File: src/rtl/demux_pkg.sv
// rtl/demux_pkg.sv - shared constants and types for the 1-to-2 buffered demux
package demux_pkg;

  localparam int   WIDTH_DEFAULT = 32;
  localparam int   COUNT_W       = 16;
  localparam logic SEL_A         = 1'b0;
  localparam logic SEL_B         = 1'b1;

  typedef logic [COUNT_W-1:0] count_t;

endpackage

File: src/rtl/demux12_buf_fifo_buf.sv
// rtl/demux12_buf_fifo_buf.sv - small register FIFO with registered full/empty flags
module fifo_buf #(
  parameter int WIDTH = 32,
  parameter int DEPTH = 2
) (
  input  logic             clk,
  input  logic             rst_n,
  input  logic             push,
  input  logic [WIDTH-1:0] push_data,
  input  logic             pop,
  output logic             full,
  output logic             empty,
  output logic [WIDTH-1:0] head
);

  localparam int PTR_W = $clog2(DEPTH);

  logic [WIDTH-1:0] r_mem [DEPTH];
  logic [PTR_W-1:0] r_wr_ptr;
  logic [PTR_W-1:0] r_rd_ptr;
  logic [PTR_W:0]   r_occ;
  logic             r_full;
  logic             r_empty;

  logic             w_push;
  logic             w_pop;
  logic [PTR_W:0]   w_occ_next;

  // Guard against overflow/underflow even if the caller misbehaves.
  assign w_push = push & ~r_full;
  assign w_pop  = pop & ~r_empty;

  always_comb begin
    w_occ_next = r_occ;
    case ({w_push, w_pop})
      2'b10:   w_occ_next = r_occ + 1'b1;
      2'b01:   w_occ_next = r_occ - 1'b1;
      default: w_occ_next = r_occ;
    endcase
  end

  always_ff @(posedge clk) begin
    if (!rst_n) begin
      r_wr_ptr <= '0;
      r_rd_ptr <= '0;
      r_occ    <= '0;
      r_full   <= 1'b0;
      r_empty  <= 1'b1;
      for (int i = 0; i < DEPTH; i++) r_mem[i] <= '0;
    end else begin
      if (w_push) begin
        r_mem[r_wr_ptr] <= push_data;
        r_wr_ptr        <= r_wr_ptr + 1'b1;
      end
      if (w_pop) r_rd_ptr <= r_rd_ptr + 1'b1;
      r_occ   <= w_occ_next;
      r_full  <= (w_occ_next == (PTR_W+1)'(DEPTH));
      r_empty <= (w_occ_next == '0);
    end
  end

  assign full  = r_full;
  assign empty = r_empty;
  assign head  = r_mem[r_rd_ptr];

endmodule

File: src/rtl/demux12_buf.sv
// rtl/demux12_buf.sv - steers one input stream into two independently buffered output ports
module demux12_buf
  import demux_pkg::*;
#(
  parameter int WIDTH = WIDTH_DEFAULT,
  parameter int DEPTH = 2
) (
  input  logic               clk,
  input  logic               rst_n,
  input  logic               in_valid,
  output logic               in_ready,
  input  logic [WIDTH-1:0]   in_data,
  input  logic               in_sel,
  output logic               a_valid,
  input  logic               a_ready,
  output logic [WIDTH-1:0]   a_data,
  output logic               b_valid,
  input  logic               b_ready,
  output logic [WIDTH-1:0]   b_data,
  output logic [COUNT_W-1:0] a_count,
  output logic [COUNT_W-1:0] b_count
);

  logic   w_a_full, w_a_empty, w_b_full, w_b_empty;
  logic   w_push_a, w_push_b, w_pop_a, w_pop_b;
  count_t r_a_count, r_b_count;

  // Only registered full flags feed in_ready, so consumer readies never reach it.
  assign in_ready = (in_sel == SEL_B) ? ~w_b_full : ~w_a_full;

  assign w_push_a = in_valid & in_ready & (in_sel == SEL_A);
  assign w_push_b = in_valid & in_ready & (in_sel == SEL_B);
  assign w_pop_a  = ~w_a_empty & a_ready;
  assign w_pop_b  = ~w_b_empty & b_ready;

  fifo_buf #(.WIDTH(WIDTH), .DEPTH(DEPTH)) u_fifo_a (
    .clk       (clk),
    .rst_n     (rst_n),
    .push      (w_push_a),
    .push_data (in_data),
    .pop       (w_pop_a),
    .full      (w_a_full),
    .empty     (w_a_empty),
    .head      (a_data)
  );

  fifo_buf #(.WIDTH(WIDTH), .DEPTH(DEPTH)) u_fifo_b (
    .clk       (clk),
    .rst_n     (rst_n),
    .push      (w_push_b),
    .push_data (in_data),
    .pop       (w_pop_b),
    .full      (w_b_full),
    .empty     (w_b_empty),
    .head      (b_data)
  );

  always_ff @(posedge clk) begin
    if (!rst_n) begin
      r_a_count <= '0;
      r_b_count <= '0;
    end else begin
      if (w_pop_a) r_a_count <= r_a_count + 1'b1;
      if (w_pop_b) r_b_count <= r_b_count + 1'b1;
    end
  end

  assign a_valid = ~w_a_empty;
  assign b_valid = ~w_b_empty;
  assign a_count = r_a_count;
  assign b_count = r_b_count;

endmodule

File: config.mk
export PLATFORM = sky130hd
export DESIGN_NAME = demux12_buf
export DESIGN_NICKNAME = d
export VERILOG_FILES = /design/src/rtl/demux_pkg.sv /design/src/rtl/demux12_buf_fifo_buf.sv /design/src/rtl/demux12_buf.sv
export SDC_FILE = /design/constraint.sdc
export NUM_CORES = 1
export LEC_CHECK = 0
export BUFFER_PORTS_ARGS = -buffer_cell sky130_fd_sc_hd__buf_4
export CAP_MARGIN = 40
export CORE_ASPECT_RATIO = 2
export CORE_UTILIZATION = 50
export CTS_CLUSTER_DIAMETER = 100
export DETAILED_ROUTE_END_ITERATION = 10
export PLACE_DENSITY_LB_ADDON = 0.05
export SYNTH_ARGS = -nofsm -noshare
export SYNTH_HDL_FRONTEND = slang
export SYNTH_SLANG_ARGS = --single-unit
File: constraint.sdc
create_clock -name clk -period 3.13 [get_ports clk]
set_clock_uncertainty 0.05 [all_clocks]
set_input_delay 0.1565 -clock clk [delete_from_list [all_inputs] [get_ports clk]]
set_output_delay 0.1565 -clock clk [all_outputs]
set_load 0.05 [all_outputs]
==> impl_metrics.csv <==
group,metric,value,unit
die,start_util,0.5151,
sta,relSlewSlack,0.4134,
placed_design,place.gp.congestion,0.7431,
hold_path,timing.hold.worst.start,"in_data[9]",
sta,tightestPinTransition,0.8799,ns
outcome,status,"completed",
sta,rsz0062_at_grt,"false",
die,die_w,88.44,microns
logic_synthesis,yosys_warnings,0,
logic_synthesis,synth_cells,563,
die,ios,137,
logic_synthesis,netlist_top_cells_count,"and2_1, edfxtp_1, mux2_2",
clock_network,cts_made_buffers,17,
sta,worst_hold_slack,0.008843,ns
logic_synthesis,synth_edf_count,128,
cells_and_area,multi_input_area,2626,sq um
logic_synthesis,yosysTopAreaCellShare,0.5144,
grt,grt_max_degree,34,
clock_network,htreeDepth,4,
run,maxCapViolCount,0,
grt,grt_overflow_total,0,
die,fp-row-count,62,
critical_path,cp_max_fo,33,
logic_synthesis,synthMostInstantiatedCell,"and2_1",
logic_synthesis,ys_ff_latch,174,
clock_network,cts-root-buf,"clkbuf_16",
grt,first_global_vias,5049,
critical_path,worstPathRequired,3.12,ns
clock_network,postCtsSetupBuffers,0,
cells_and_area,syn_to_final_growth,29.74,%
placed_design,portBuffers,136,
placed_design,place_inst,873,
logic_synthesis,ys_seq_area_frac,0.6376,
cells_and_area,fin_nets,770,
pwr,powerDensity,692.1,nW/um^2
logic_synthesis,synth_area_leaders,"edfxtp_1, dfxtp_1, and2_1",
grt,grt_use_total,0.2212,
clock_network,cts-resized-gates,0,
logic_synthesis,synth_nets,605,
cells_and_area,finalNonFillerCells,932,
cells_and_area,antenna_cells,0,
critical_path,start_kind,"input pin",
cells_and_area,final-seq-area,4767,sq um
critical_path,crit_path_end_kind,"register",
routing,wl_per_cell,17.39,microns
routing,finalWirelength,16210,microns
sta,report.final.slew_viol_count,0,
routing,drc,0,
logic_synthesis,synth.avg_cell_area,13.27,sq um
pwr,irDropWorstVdd,0.4822,mV
hold_path,hold_path_class,"input pin to register",
routing,drt_iter0_markers,119,
routing,ant_nets,0,
routing,vias_per_cell,5.149,
sta,period_needed,2.429,ns
sta,setup-violations-final,0,
logic_synthesis,async_reset_ff_frac,0,
clock_network,cts.sinks,174,
cells_and_area,num-fill-cells,1091,
clock_network,clkTransAtPathRegs,0.06,ns
clock_network,clockBufferDepth,2,
routing,vias,4799,
sta,period_share,0.7760,
cells_and_area,drive_gt1_frac,0.3459,
sta,tns,0,ns
die,die_h,174.9,microns
die,die_area,15470,sq um
clock_network,cts_tree,"done",
die,core_area,14510,sq um
clock_network,insertion_delay,0.42,ns
sta,fmax,0.4117,GHz
grt,antenna_found_initial,0,
critical_path,path_class,"input pin to register",
grt,grt_pass1_wl,25420,microns
critical_path,regToRegStartpoint,"u_fifo_a.r_wr_ptr",
logic_synthesis,ys.flop_type,"edfxtp_1",
critical_path,cp.arrival,2.41,ns
logic_synthesis,synth_area,7472,sq um
logic_synthesis,synth.distinct_cells,39,
sta,hold_violations,0,
critical_path,startpoint,"rst_n",
routing,drt_pre_antenna_iters,6,
placed_design,hpwl,10880,microns
pwr,cellLeakagePower,0.003920,uW
logic_synthesis,synth.largest_area_cell,"edfxtp_1",
flip-flops by register name, summed over array words and instances (netlist names), named ones only:
| signal | count |
|---|---|
| u_fifo_b.r_rd_ptr | 1 |
| a_count | 16 |
| u_fifo_b.r_mem | 64 |
| u_fifo_a.empty | 1 |
| u_fifo_a.r_rd_ptr | 1 |
| u_fifo_a.full | 1 |
| u_fifo_a.r_wr_ptr | 1 |
| u_fifo_a.r_occ | 2 |
| u_fifo_b.empty | 1 |
| u_fifo_b.r_occ | 2 |
| b_count | 16 |
| u_fifo_a.r_mem | 64 |
| u_fifo_b.r_wr_ptr | 1 |
| u_fifo_b.full | 1 |
metrics by stage:
step,util,instance area [sq um],setup WS (ns),power [uW]
floorplan,-,7472,0.6399,4027
global placement,0.6015,8726,0.8796,4528
detailed placement,0.6072,8808,0.7835,4588
CTS,0.6676,9684,0.6790,6768
global route,0.6683,9694,0.5598,6946
finish,0.6683,9694,0.7013,6710
per-layer routing:
metal,global-route usage,wire length (microns),share of wire,vias up
met2,0.4247,9270,0.57,122
met5,0,0,0,-
met4,0.06788,283,0.017,0
met1,0.2303,6041,0.37,2351
li1,-,-,-,2306
met3,0.04535,613,0.038,20
where the power goes:
group,switching [uW],total [uW],internal [uW]
registers,141,2820,2670
clock network,894,2160,1270
logic,1100,1730,635
total,2130,6710,4580
placed cells by master, fill, tap and decap left out, drive strengths merged, types with 9 or more instances in the layout:
cell type    instances
and2               132
buf                146
clkbuf              17
dfxtp               46
dlygate4sd3         28
edfxtp             128
inv                 11
mux2                64
nand2               13
nand4               11
nor2                36
o21ai                9
xnor2               17
xor2                16
area by class of cell:
cell class	instances	area share
Sequential cell	174	0.4917
Timing Repair Buffer	174	0.1482
Tap cell	192	0.02478
Clock buffer	17	0.04388
Clock inverter	14	0.01859
Multi-Input combinational cell	356	0.2709
Inverter	5	0.001936
worst max-delay path: stages:
cell           delay, ns
dlygate4sd3_1       0.52
buf_4               0.20
nand2_1             0.15
nor4b_2             0.25
buf_4               0.34
nand2b_2            0.77
cells by family (layout without fill, tap and decap cells):
family	count (synthesis)	count (layout)	synth area share
and+or+nand+nor	234	234	0.1867
buffers and inverters	33	210	0.01691
adders and majority gates	4	4	0.006698
xor gates and xnor gates	33	33	0.03868
AOI/OAI and AO/OA	18	18	0.01289
muxes	67	67	0.1005
DFF	174	174	0.6376
repair_timing:
action / CTS / global route
setup endpoints to repair: 0 / 0
hold endpoints to repair: 82 / 1
hold buffers: 27 / 1
final timing paths:
kind / depth (start not counted) / slack (ns) / endpoint
max: 6 / 0.70 / u_fifo_a.r_mem[1][3]
min: 2 / 0.009 / u_fifo_a.r_mem[1][9]
max reg2reg: 3 / 0.87 / u_fifo_a.r_mem[1][3]
min reg2reg: 2 / 0.45 / b_count[15]
(Power assumes the default switching activity.)
